<file path="src/rtl/whac_pkg.sv">
// Shared definitions for the score path: BCD digit type, FSM state
// encoding and the double-dabble nibble adjust.
package whac_pkg;

  typedef logic [3:0] bcd_digit_t;

  typedef enum logic [1:0] {
    ST_IDLE    = 2'd0,
    ST_CONVERT = 2'd1,
    ST_DONE    = 2'd2
  } conv_state_t;

  localparam bcd_digit_t BCD_ADJ_THRESH = 4'd5;
  localparam bcd_digit_t BCD_ADJ_ADD    = 4'd3;

  // A nibble >= 5 would carry into the next decade after the shift, so pre-add 3.
  function automatic bcd_digit_t bcd_adjust(input bcd_digit_t d);
    return (d >= BCD_ADJ_THRESH) ? bcd_digit_t'(d + BCD_ADJ_ADD) : d;
  endfunction

endpackage

</file>
<file path="src/rtl/bcd_shift_step.sv">
// One double-dabble iteration: adjust every BCD nibble, then shift the
// whole {BCD, binary} register left by one bit.
module bcd_shift_step
  import whac_pkg::*;
#(
  parameter int DIGITS = 4,
  parameter int BIN_W  = 14
) (
  input  logic [4*DIGITS+BIN_W-1:0] i_sr,
  output logic [4*DIGITS+BIN_W-1:0] o_sr
);

  localparam int SR_W = 4*DIGITS + BIN_W;

  logic [SR_W-1:0] w_adj;

  always_comb begin
    w_adj = i_sr;
    for (int d = 0; d < DIGITS; d++) begin
      w_adj[BIN_W+4*d +: 4] = bcd_adjust(i_sr[BIN_W+4*d +: 4]);
    end
    o_sr = {w_adj[SR_W-2:0], 1'b0};
  end

endmodule

</file>
<file path="src/rtl/score_bcd_converter.sv">
// Watches the binary score bus and, on each change, runs an iterative
// double-dabble conversion to packed BCD for the display drivers.
module score_bcd_converter
  import whac_pkg::*;
#(
  parameter int MAX_SCORE = 9999,
  parameter int DIGITS    = 4,
  localparam int BIN_W    = $clog2(MAX_SCORE)
) (
  input  logic                  clk,
  input  logic                  rst,
  input  logic [BIN_W-1:0]      score_count,
  output logic [4*DIGITS-1:0]   bcd_out,
  output logic                  bcd_valid,
  output logic                  busy,
  output logic                  overflow
);

  localparam int CNT_W = $clog2(BIN_W + 1);
  localparam int BCD_W = 4 * DIGITS;
  localparam int SR_W  = BCD_W + BIN_W;

  localparam logic [BIN_W-1:0] MAX_BIN   = BIN_W'(MAX_SCORE);
  localparam logic [CNT_W-1:0] LAST_STEP = CNT_W'(BIN_W - 1);

  function automatic logic [BIN_W-1:0] sat_score(input logic [BIN_W-1:0] v);
    return (v > MAX_BIN) ? MAX_BIN : v;
  endfunction

  conv_state_t        r_state;
  logic [SR_W-1:0]    r_sr;
  logic [CNT_W-1:0]   r_cnt;
  logic [BIN_W-1:0]   r_last;
  logic [BIN_W-1:0]   r_capt;
  logic               r_ovf_pend;
  logic [BCD_W-1:0]   r_bcd;
  logic               r_valid;
  logic               r_busy;
  logic               r_ovf;
  logic [SR_W-1:0]    w_sr_next;

  bcd_shift_step #(
    .DIGITS (DIGITS),
    .BIN_W  (BIN_W)
  ) u_step (
    .i_sr (r_sr),
    .o_sr (w_sr_next)
  );

  always_ff @(posedge clk) begin
    if (rst) begin
      r_state    <= ST_IDLE;
      r_sr       <= '0;
      r_cnt      <= '0;
      r_last     <= '0;
      r_capt     <= '0;
      r_ovf_pend <= 1'b0;
      r_bcd      <= '0;
      r_valid    <= 1'b0;
      r_busy     <= 1'b0;
      r_ovf      <= 1'b0;
    end else begin
      r_valid <= 1'b0;
      case (r_state)
        ST_IDLE: begin
          if (score_count != r_last) begin
            r_sr       <= {{BCD_W{1'b0}}, sat_score(score_count)};
            r_ovf_pend <= (score_count > MAX_BIN);
            r_capt     <= score_count;
            r_cnt      <= '0;
            r_state    <= ST_CONVERT;
            r_busy     <= 1'b1;
          end
        end
        ST_CONVERT: begin
          r_sr  <= w_sr_next;
          r_cnt <= r_cnt + 1'b1;
          if (r_cnt == LAST_STEP) r_state <= ST_DONE;
        end
        ST_DONE: begin
          // Remember the raw sample so an out-of-range input is not re-triggered.
          r_bcd   <= r_sr[SR_W-1 -: BCD_W];
          r_ovf   <= r_ovf_pend;
          r_valid <= 1'b1;
          r_last  <= r_capt;
          r_state <= ST_IDLE;
          r_busy  <= 1'b0;
        end
        default: begin
          r_state <= ST_IDLE;
          r_busy  <= 1'b0;
        end
      endcase
    end
  end

  assign bcd_out   = r_bcd;
  assign bcd_valid = r_valid;
  assign busy      = r_busy;
  assign overflow  = r_ovf;

endmodule

</file>
<file path="config.mk">
export PLATFORM = sky130hd
export DESIGN_NAME = score_bcd_converter
export DESIGN_NICKNAME = d
export VERILOG_FILES = /design/src/rtl/whac_pkg.sv /design/src/rtl/bcd_shift_step.sv /design/src/rtl/score_bcd_converter.sv
export SDC_FILE = /design/constraint.sdc
export NUM_CORES = 1
export LEC_CHECK = 0
export ABC_AREA = 1
export CAP_MARGIN = 15
export CORE_ASPECT_RATIO = 0.8
export CORE_UTILIZATION = 55
export CTS_CLUSTER_SIZE = 40
export DETAILED_ROUTE_END_ITERATION = 10
export PLACE_DENSITY = 0.76
export SYNTH_ARGS = -nofsm -noshare
export SYNTH_HDL_FRONTEND = slang
export SYNTH_HIERARCHICAL = 1
export SYNTH_SLANG_ARGS = --single-unit
</file>
<file path="constraint.sdc">
create_clock -name clk -period 2.2 [get_ports clk]
set_clock_uncertainty 0.1 [all_clocks]
set_input_delay 0.33 -clock clk [delete_from_list [all_inputs] [get_ports clk]]
set_output_delay 0.33 -clock clk [all_outputs]
set_load 0.01 [all_outputs]
</file>
==> results of run 1 <==
## power breakdown
part / total [uW] / internal, uW / switching (uW)
logic: 337 / 136 / 201
clock network: 1460 / 925 / 535
registers: 1600 / 1570 / 28.1
## logic make-up after synthesis
family          synth area share (%)
compound gates                  16.5
buf+inv                         10.6
simple gates                    29.0
other cells                   0.0896
flops                           40.2
fa+ha+maj                       2.99
xor+xnor                       0.628
## final timing paths
path / from / endpoint / slack (ns)
hold / removal: r_capt[9] / r_capt[9] / 0.36
setup / recovery: score_count[6] / r_sr[15] / 0.27
setup reg to reg: r_last[6] / r_sr[15] / 0.45
hold reg to reg: r_capt[9] / r_capt[9] / 0.36
## metal layers
layer	up-vias	global-route usage (%)	part of all wire [%]
met2	115	39.9	45
met1	1731	33.7	48
li1	1940	-	-
met3	13	6.48	5.1
met5	-	0	0
met4	0	7.50	1.5
## cells in the mapped netlist, drive strengths merged
master,n
clkbuf,26
xnor2,2
nor2,91
xor2,1
buf,21
nand4,2
a21oi,56
nand2,129
clkinv,1
conb,1
ha,10
nand3b,5
nand3,53
o21ai,63
o31ai,2
dfxtp,84
inv,48
o22ai,1
## per-stage QoR
stage / hold slack (ns) / cells / setup TNS [ns] / util, %
finish: 0.360 / 726 / 0 / 65.9
global route: 0.381 / 726 / 0 / 65.9
CTS: 0.363 / 726 / 0 / 65.9
detailed placement: 0.352 / 711 / -1.26 / 62.2
global placement: 0.344 / 711 / -0.00132 / 62.2
floorplan: 0.336 / 596 / 0 / -
## final cells by class
| cell class | instances | area (um2) | area share (%) |
|---|---|---|---|
| repair buffers | 57 | 538 | 11.0 |
| well taps | 105 | 131 | 2.70 |
| clock inverters | 4 | 120 | 2.47 |
| flip-flops and latches | 84 | 1680 | 34.5 |
| multi-input cells | 416 | 2060 | 42.4 |
| inverters | 49 | 184 | 3.78 |
| clock buffers | 11 | 151 | 3.11 |
## registers in the layout, summed over array words and instances (netlist names)
signal	cells
r_sr	30
r_cnt	4
r_state	2
r_last	14
r_capt	14
r_ovf_pend	1
bcd_out	16
bcd_valid	1
overflow	1
busy	1
## critical path: cells and delay by family
kind / cells / cell delay (ns)
AND/OR/NAND/NOR: 8 / 0.90
buffers and inverters: 2 / 0.58
AO/OA/AOI/OAI: 1 / 0.26
==> results_dict.tcl, run 1 <==
set metrics [dict create \
    finalPower_uw 3390 \
    timing.fmax_ghz 0.519 \
    tritoncts_num_sinks 84 \
    drt-pass1-iter-count 5 \
    floorplan.die.height_um 80.0 \
    io_pins 35 \
    synthDistinctLibCells 31 \
    synthesized_net_count 622 \
    setup.worst_path.start_class "primary input" \
    clock_tree.root_cell "sky130_fd_sc_hd__clkbuf_8" \
    flip_flop_and_latch_count_after_synthesis 84 \
    synth_top_cells_by_area "sky130_fd_sc_hd__dfxtp_1 40%, sky130_fd_sc_hd__nand2_1 11%, sky130_fd_sc_hd__nor2_1 7.7%, sky130_fd_sc_hd__a21oi_1 6.2%, sky130_fd_sc_hd__nand3_1 6.2%" \
    final.min_clock_period_ns 1.93 \
    cts_inserted_buffers 9 \
    power.leakage_uw 0.00208 \
    timing.hold.worst.class "flop to flop" \
    power_per_cell_area_mw_per_mm2 697 \
    reg2regPathDepth 10 \
    leading_cell_type_in_the_layout_fill_and_taps_excluded "sky130_fd_sc_hd__nand2_1" \
    vias_per_cell 5.23 \
    crit_path_frequent_cell "sky130_fd_sc_hd__nand2_1" \
    fin_nets 643 \
    cts_tree "built" \
    die_w_um 99.5 \
    post_cts_buffers 0 \
    final_hold_viol_count 0 \
    dp_worst_setup_slack_ns -0.106 \
    vdd_drop_max_v 0.000413 \
    avgRoutedWirePerCell_um 12.7 \
    report.final.slew_viol_count 0 \
    globalRouteTotalUtil_pct 25.2 \
    commonest_non_fill_non_tap_cells_in_the_layout "124 x sky130_fd_sc_hd__nand2_1, 85 x sky130_fd_sc_hd__nor2_1, 84 x sky130_fd_sc_hd__dfxtp_1" \
    maxCapViolations 0 \
    htree_levels 3 \
    layout_worst_path_cycle_share_pct 87.6 \
    timing.critical_path.to_type "flop" \
    synthesis.area_per_instance_um2 7.02 \
    dp.final_hpwl_um 6090 \
    antennaDiodeCount 0 \
    worstPathArrival_ns 2.10 \
    grt_antenna_before_repair 0 \
    status "complete, no violations" \
    grt_overflow 0 \
    dr_total_vias 3799 \
    ys_seq_area_share_pct 40.2 \
    hold_depth 2 \
    num_rows 28 \
    floorplan.initialDensity_pct 56.6 \
    final_area_mm2 0.00487 \
    path_cells "clkdlybuf4s50_1 -> inv_2 -> nand2_1 -> nand2_1 -> nor2_1 -> nand2_1 -> nor2_1 -> nand2_4 -> nand2_8 -> nand2_4 -> o21ai_0" \
    critical_path_required_ns 2.37 \
    area_growth_pct 16.4 \
    final_critical_path_setup_slack_ns 0.273 \
    gp_routability_congestion 0.780 \
    design.die.area_mm2 0.00796 \
    yosys.area.top_type_share_pct 40.2 \
    rsz0062_at_grt "no" \
    grt_start_max_net_pins 39 \
    synth.cell_area_mm2 0.00418 \
    setup.worst_path.class "primary input to flop" \
    clock_insertion_delay_worst_skew_ns 0.35 \
    drive_above_1_share_pct 11.1 \
    detail_route.iter0.violations 219 \
    cts_max_path_buffers 2 \
    count_of_buffers_from_port_buffering 34 \
    syn_inst 596 \
    finalWirelength_um 9240 \
    drc 0 \
    antenna_violating_nets_post_route 0 \
    number_of_global_route_vias_before_repair 3450 \
    critical_path.max_fanout 29 \
    cts-resized-gates 0 \
    timing.critical_path.slowest_stage_cell "sky130_fd_sc_hd__clkdlybuf4s50_1" \
    final.fill_count 658 \
    cts.clk_slew.worst_paths_ns 0.08 \
    ys_warn_count 6 \
    detailed_place.area_mm2 0.00460 \
    wire_length_of_the_first_global_routing_pass_um 15700 \
    core_area_mm2 0.00739 \
    count_of_endpoints_failing_setup_in_the_final_report 0 \
    synth_top_area_cell "sky130_fd_sc_hd__dfxtp_1" \
    worst_path_largest_cell_delay_ns 0.54 \
    post_cts_hold_buffer_count 0 \
]
Power figures use the tool's default switching activity.
==> inputs of run 2 (changes only) <==
- PLACE_DENSITY: 0.76 -> 0.77
- SYNTH_HIERARCHICAL: 1 -> unset
==> results_dict.tcl, run 2 <==
set metrics [dict create \
    largest_register_ffs 30 \
    timing.fmax_ghz 0.495 \
    synth.cell_area_mm2 0.00395 \
    slew_headroom_pct 67.9 \
    synthesis.area_per_instance_um2 7.42 \
    cts.clk_slew.worst_paths_ns 0.08 \
    num_rows 27 \
    die_w_um 96.8 \
    timing.critical_path.to_type "flop" \
    gp_routability_congestion 0.848 \
    fin_nets 596 \
    post-synth-top-count-cell "sky130_fd_sc_hd__dfxtp_1" \
    final_core_util_pct 66.7 \
    wire_length_of_the_first_global_routing_pass_um 15300 \
    floorplan.die.height_um 77.8 \
    critical_path_required_ns 2.35 \
    final_area_mm2 0.00462 \
    async_reset_ff_share_pct 0 \
    drt-pass1-iter-count 6 \
    antenna_violating_nets_post_route 0 \
    cts_max_path_buffers 2 \
    grt_overflow 0 \
    design.die.area_mm2 0.00753 \
    clock_tree.root_cell "sky130_fd_sc_hd__clkbuf_8" \
    count_of_endpoints_failing_setup_in_the_final_report 0 \
    synthDistinctLibCells 28 \
    dr_total_vias 3593 \
    synth.top_cells.by_count "84 x sky130_fd_sc_hd__dfxtp_1, 81 x sky130_fd_sc_hd__nand2_1, 72 x sky130_fd_sc_hd__nor2_1" \
    detailed_place.area_mm2 0.00442 \
    grt_start_max_net_pins 33 \
    clock_insertion_delay_worst_skew_ns 0.35 \
    core_area_mm2 0.00693 \
    worstReg2RegStart "r_last[6]" \
    power_per_cell_area_mw_per_mm2 664 \
    min-delay-start "r_last[6]" \
    timing.hold.worst.class "flop to flop" \
    cts_inserted_buffers 9 \
    avgRoutedWirePerCell_um 13.4 \
    vdd_drop_max_v 0.000396 \
    syn_inst 532 \
    max_flop_register "r_sr" \
    yosys.area.top_type_share_pct 42.6 \
    critical_path.startpoint "score_count[6]" \
    commonest_non_fill_non_tap_cells_in_the_layout "84 x sky130_fd_sc_hd__dfxtp_1, 81 x sky130_fd_sc_hd__nand2_1, 71 x sky130_fd_sc_hd__nor2_1" \
    power.leakage_uw 0.00182 \
    synth_enable_flop_cells 0 \
    vias_per_cell 5.43 \
    grt_antenna_before_repair 0 \
    detail_route.iter0.violations 261 \
    area_growth_pct 17.0 \
    yosys_most_used_dff "sky130_fd_sc_hd__dfxtp_1" \
    htree_levels 3 \
    status "complete, no violations" \
    report.final.slew_viol_count 0 \
    synth_top_area_cell "sky130_fd_sc_hd__dfxtp_1" \
    final_hold_viol_count 0 \
    flip_flop_and_latch_count_after_synthesis 84 \
    worstPathArrival_ns 2.17 \
    ys_seq_area_share_pct 42.6 \
    instances_no_fill 662 \
    max_slew.worst_pin.slew_ns 0.481 \
    critical_path.max_fanout 14 \
    io_pins 35 \
    dp.final_hpwl_um 6140 \
    post-place-cells 646 \
    number_of_global_route_vias_before_repair 3309 \
    finalWirelength_um 8850 \
    maxCapViolations 0 \
    setup.worst_path.start_class "primary input" \
    ys_warn_count 0 \
    rsz0062_at_grt "yes" \
    antennaDiodeCount 0 \
    setup.worst_path.class "primary input to flop" \
    count_of_buffers_from_port_buffering 34 \
    cts-resized-gates 0 \
    final.min_clock_period_ns 2.02 \
    floorplan.initialDensity_pct 57.0 \
    layout_worst_path_cycle_share_pct 91.9 \
    synth_top_cells_by_area "sky130_fd_sc_hd__dfxtp_1 43%, sky130_fd_sc_hd__o21ai_0 7.9%, sky130_fd_sc_hd__nand2_1 7.7%, sky130_fd_sc_hd__a21oi_1 7.0%, sky130_fd_sc_hd__nor2_1 6.8%" \
    tritoncts_num_sinks 84 \
    leading_cell_type_in_the_layout_fill_and_taps_excluded "sky130_fd_sc_hd__dfxtp_1" \
    finalPower_uw 3070 \
    synthesized_net_count 558 \
    finalHoldWorstSlack_ns 0.373 \
    drc 0 \
    cts_tree "built" \
    drive_above_1_share_pct 15.0 \
    globalRouteTotalUtil_pct 25.0 \
]
==> run 2: layout make-up <==
cell class                 instances  area, um2
fill                             599       2300
multi-input combinational        367       1910
clock buffer                      12        155
sequential                        84       1680
clock inverter                     4       47.5
inverter                          52        195
tap                               87        109
timing repair buffer              56        518
==> run 2: power by group <==
| part | internal (uW) | total, uW | switching, uW | leakage (uW) |
|---|---|---|---|---|
| clock network | 584 | 1140 | 558 | 0.000102 |
| registers | 1570 | 1600 | 29.1 | 0.000684 |
| logic | 124 | 328 | 205 | 0.00103 |
==> run 2: worst paths after layout <==
kind | endpoint | slack [ns] | depth (start not counted)
worst min register to register | r_last[6] | 0.37 | 2
worst max-delay path | r_capt[4] | 0.18 | 12
worst min-delay path | r_last[6] | 0.37 | 2
worst max register to register | r_capt[4] | 0.38 | 11
==> run 2: cells by family (layout without fill, tap and decap cells) <==
kind of cell               count (synthesis)  after routing  share of synthesized area, %
xor gates and xnor gates                   6              6                          1.33
and+or+nand+nor                          212            212                          24.5
adders and majority gates                 10             10                          3.17
AOI/OAI and AO/OA                        139            139                          19.4
buffers and inverters                     81            124                          9.03
DFF                                       84             84                          42.6
==> run 2: per-layer routing <==
| metal | up-vias | track usage [%] | share of wire, % |
|---|---|---|---|
| met5 | - | 0 | 0 |
| met2 | 96 | 39.6 | 45 |
| met4 | 0 | 6.72 | 1.2 |
| met1 | 1674 | 33.9 | 49 |
| met3 | 12 | 6.31 | 5.0 |
| li1 | 1811 | - | - |
==> run 2: worst max-delay path: stages <==
cell and delay, ns:
sky130_fd_sc_hd__clkdlybuf4s50_1 0.54, sky130_fd_sc_hd__inv_2 0.06, sky130_fd_sc_hd__nand2_1 0.05, sky130_fd_sc_hd__nand2_1 0.05, sky130_fd_sc_hd__nor2_1 0.22, sky130_fd_sc_hd__nand2_1 0.08, sky130_fd_sc_hd__nor2_1 0.11, sky130_fd_sc_hd__nand2_2 0.09
sky130_fd_sc_hd__nand2_4 0.14, sky130_fd_sc_hd__inv_1 0.25, sky130_fd_sc_hd__nor2_1 0.18, sky130_fd_sc_hd__nor2_1 0.07
==> run 2: timing repair <==
| action | in CTS | in global routing |
|---|---|---|
| setup buffers | 0 | 0 |
| hold buffers | 0 | 0 |
| endpoints found under the hold margin | 0 | 0 |
| endpoints found under the setup margin | 0 | 5 |
==> run 2: through the flow <==
stage	TNS, ns	setup slack, ns
floorplan	0	0.656
global placement	-3.84	-0.127
detailed placement	-4.28	-0.184
CTS	0	0.192
global route	-0.0321	-0.0190
finish	0	0.178
==> inputs of run 3 (changes only) <==
- CORE_ASPECT_RATIO: 0.8 -> 1.25
==> results_dict.tcl, run 3 (synthesis results as in run 2) <==
set metrics [dict create \
    final.min_clock_period_ns 1.98 \
    timing.fmax_ghz 0.506 \
    wire_length_of_the_first_global_routing_pass_um 14400 \
    vdd_drop_max_v 0.000448 \
    critical_path.max_fanout 14 \
    layout_worst_path_cycle_share_pct 89.9 \
    grt_antenna_before_repair 0 \
    slew_headroom_pct 68.6 \
    rsz0062_at_grt "yes" \
    clock_insertion_delay_worst_skew_ns 0.35 \
    cts_max_path_buffers 2 \
    worstPathArrival_ns 2.10 \
    core_area_mm2 0.00693 \
    count_of_buffers_from_port_buffering 34 \
    path_cells "clkdlybuf4s50_1 -> inv_2 -> nand2_1 -> nand2_1 -> nor2_1 -> nand2_1 -> nor2_1 -> nand2_2 -> nand2_4 -> inv_1 -> nand2_1 -> a21oi_2" \
    maxCapViolations 0 \
    tritoncts_num_sinks 84 \
    cts-resized-gates 0 \
    vias_per_cell 5.28 \
    die_w_um 77.8 \
    post-place-cells 643 \
    finalWirelength_um 8640 \
    finalHoldWorstSlack_ns 0.370 \
    power_per_cell_area_mw_per_mm2 670 \
    grt_overflow 0 \
    area_growth_pct 16.8 \
    cts_tree "built" \
    crit_buf_inv 3 \
    setup.worst_path.start_class "primary input" \
    instances_no_fill 659 \
    post_cts_hold_buffer_count 0 \
    status "complete, no violations" \
    setup_tns_final_ns 0 \
    area.sequential_mm2 0.00168 \
    finalPower_uw 3090 \
    number_of_global_route_vias_before_repair 3357 \
    final.fill_count 585 \
    final_hold_viol_count 0 \
    crit_path_frequent_cell "sky130_fd_sc_hd__nand2_1" \
    io_pins 35 \
    design.die.area_mm2 0.00753 \
    timing.hold.worst.class "flop to flop" \
    num_rows 34 \
    commonest_non_fill_non_tap_cells_in_the_layout "84 x sky130_fd_sc_hd__dfxtp_1, 81 x sky130_fd_sc_hd__nand2_1, 71 x sky130_fd_sc_hd__nor2_1" \
    report.final.slew_viol_count 0 \
    path_delay_family "simple AND/OR/NAND/NOR gates" \
    worstReg2RegStart "r_last[4]" \
    worst_path_largest_cell_delay_ns 0.55 \
    critical_path.startpoint "score_count[6]" \
    antenna_violating_nets_post_route 0 \
    drive_above_1_share_pct 14.1 \
    critical_path_required_ns 2.33 \
    largest_register_ffs 30 \
    setup.worst_path.class "primary input to flop" \
    final_area_mm2 0.00461 \
    detail_route.iter0.violations 204 \
    max_flop_register "r_sr" \
    antennaDiodeCount 0 \
    cts.clk_slew.worst_paths_ns 0.08 \
    avgRoutedWirePerCell_um 13.1 \
    gp_routability_congestion 0.830 \
    fin_nets 590 \
    drc 0 \
    timing.critical_path.slowest_stage_cell "sky130_fd_sc_hd__clkdlybuf4s50_1" \
    leading_cell_type_in_the_layout_fill_and_taps_excluded "sky130_fd_sc_hd__dfxtp_1" \
    grt_start_max_net_pins 51 \
    htree_levels 3 \
    floorplan.die.height_um 96.8 \
    clock_tree.root_cell "sky130_fd_sc_hd__clkbuf_8" \
    multi_input_comb_area_mm2 0.00191 \
    dp.final_hpwl_um 5740 \
    globalRouteTotalUtil_pct 23.8 \
    dr_total_vias 3478 \
    cts_inserted_buffers 9 \
    post_cts_buffers 0 \
    power.leakage_uw 0.00181 \
    max_slew.worst_pin.slew_ns 0.471 \
    floorplan.initialDensity_pct 57.0 \
    timing.critical_path.to_type "flop" \
    detailed_place.area_mm2 0.00440 \
    drt-pass1-iter-count 4 \
    count_of_endpoints_failing_setup_in_the_final_report 0 \
    min-delay-start "r_last[8]" \
]
[run 3: cell types whose count changed in the layout (fill, tap and decap cells not counted), sizes merged]
cell	before	now
clkinvlp	1	0
buf	22	16
clkbuf	12	13
[run 3: through the flow]
stage	utilization (%)	setup slack (ns)
CTS	66.5	0.197
finish	66.5	0.223
global placement	63.5	-0.104
floorplan	-	0.656
detailed placement	63.5	-0.124
global route	66.5	-0.0380
[run 3: final cells by class]
| cell class | count | share of cell area (%) |
|---|---|---|
| clock buffer | 13 | 3.66 |
| clock inverter | 3 | 0.949 |
| inverter | 52 | 4.23 |
| multi-input combinational | 367 | 41.5 |
| sequential | 84 | 36.4 |
| tap | 90 | 2.44 |
| timing repair buffer | 50 | 10.8 |
[run 3: power breakdown]
group | leakage (uW) | switching (uW) | total [uW] | internal [uW]
clock | 0.000110 | 550 | 1170 | 619
combinational | 0.00101 | 202 | 325 | 123
sequential | 0.000684 | 28.7 | 1600 | 1570
total | 0.00181 | 781 | 3090 | 2310
[run 3: path summary, 6_finish.rpt]
check,endpoint,slack [ns],cells past startpoint
worst min register to register,r_last[8],0.37,2
worst min-delay path,r_last[8],0.37,2
worst max-delay path,r_capt[0],0.22,12
worst max register to register,r_capt[0],0.42,11
[run 3: layer usage]
metal / global-route usage [%] / wire length [um] / up-vias
met3: 2.92 / 310 / 10
met1: 28.9 / 4010 / 1602
met4: 12.8 / 135 / 0
li1: - / - / 1801
met2: 40.5 / 4180 / 65
met5: 0 / 0 / -
[run 3: worst register-to-register path, delay by kind of cell, from the launching register on]
family,cells,cell delay (ns)
AO/OA/AOI/OAI,1,0.05
buffers and inverters,2,0.28
AND/OR/NAND/NOR,8,0.88
flip-flops,1,0.34
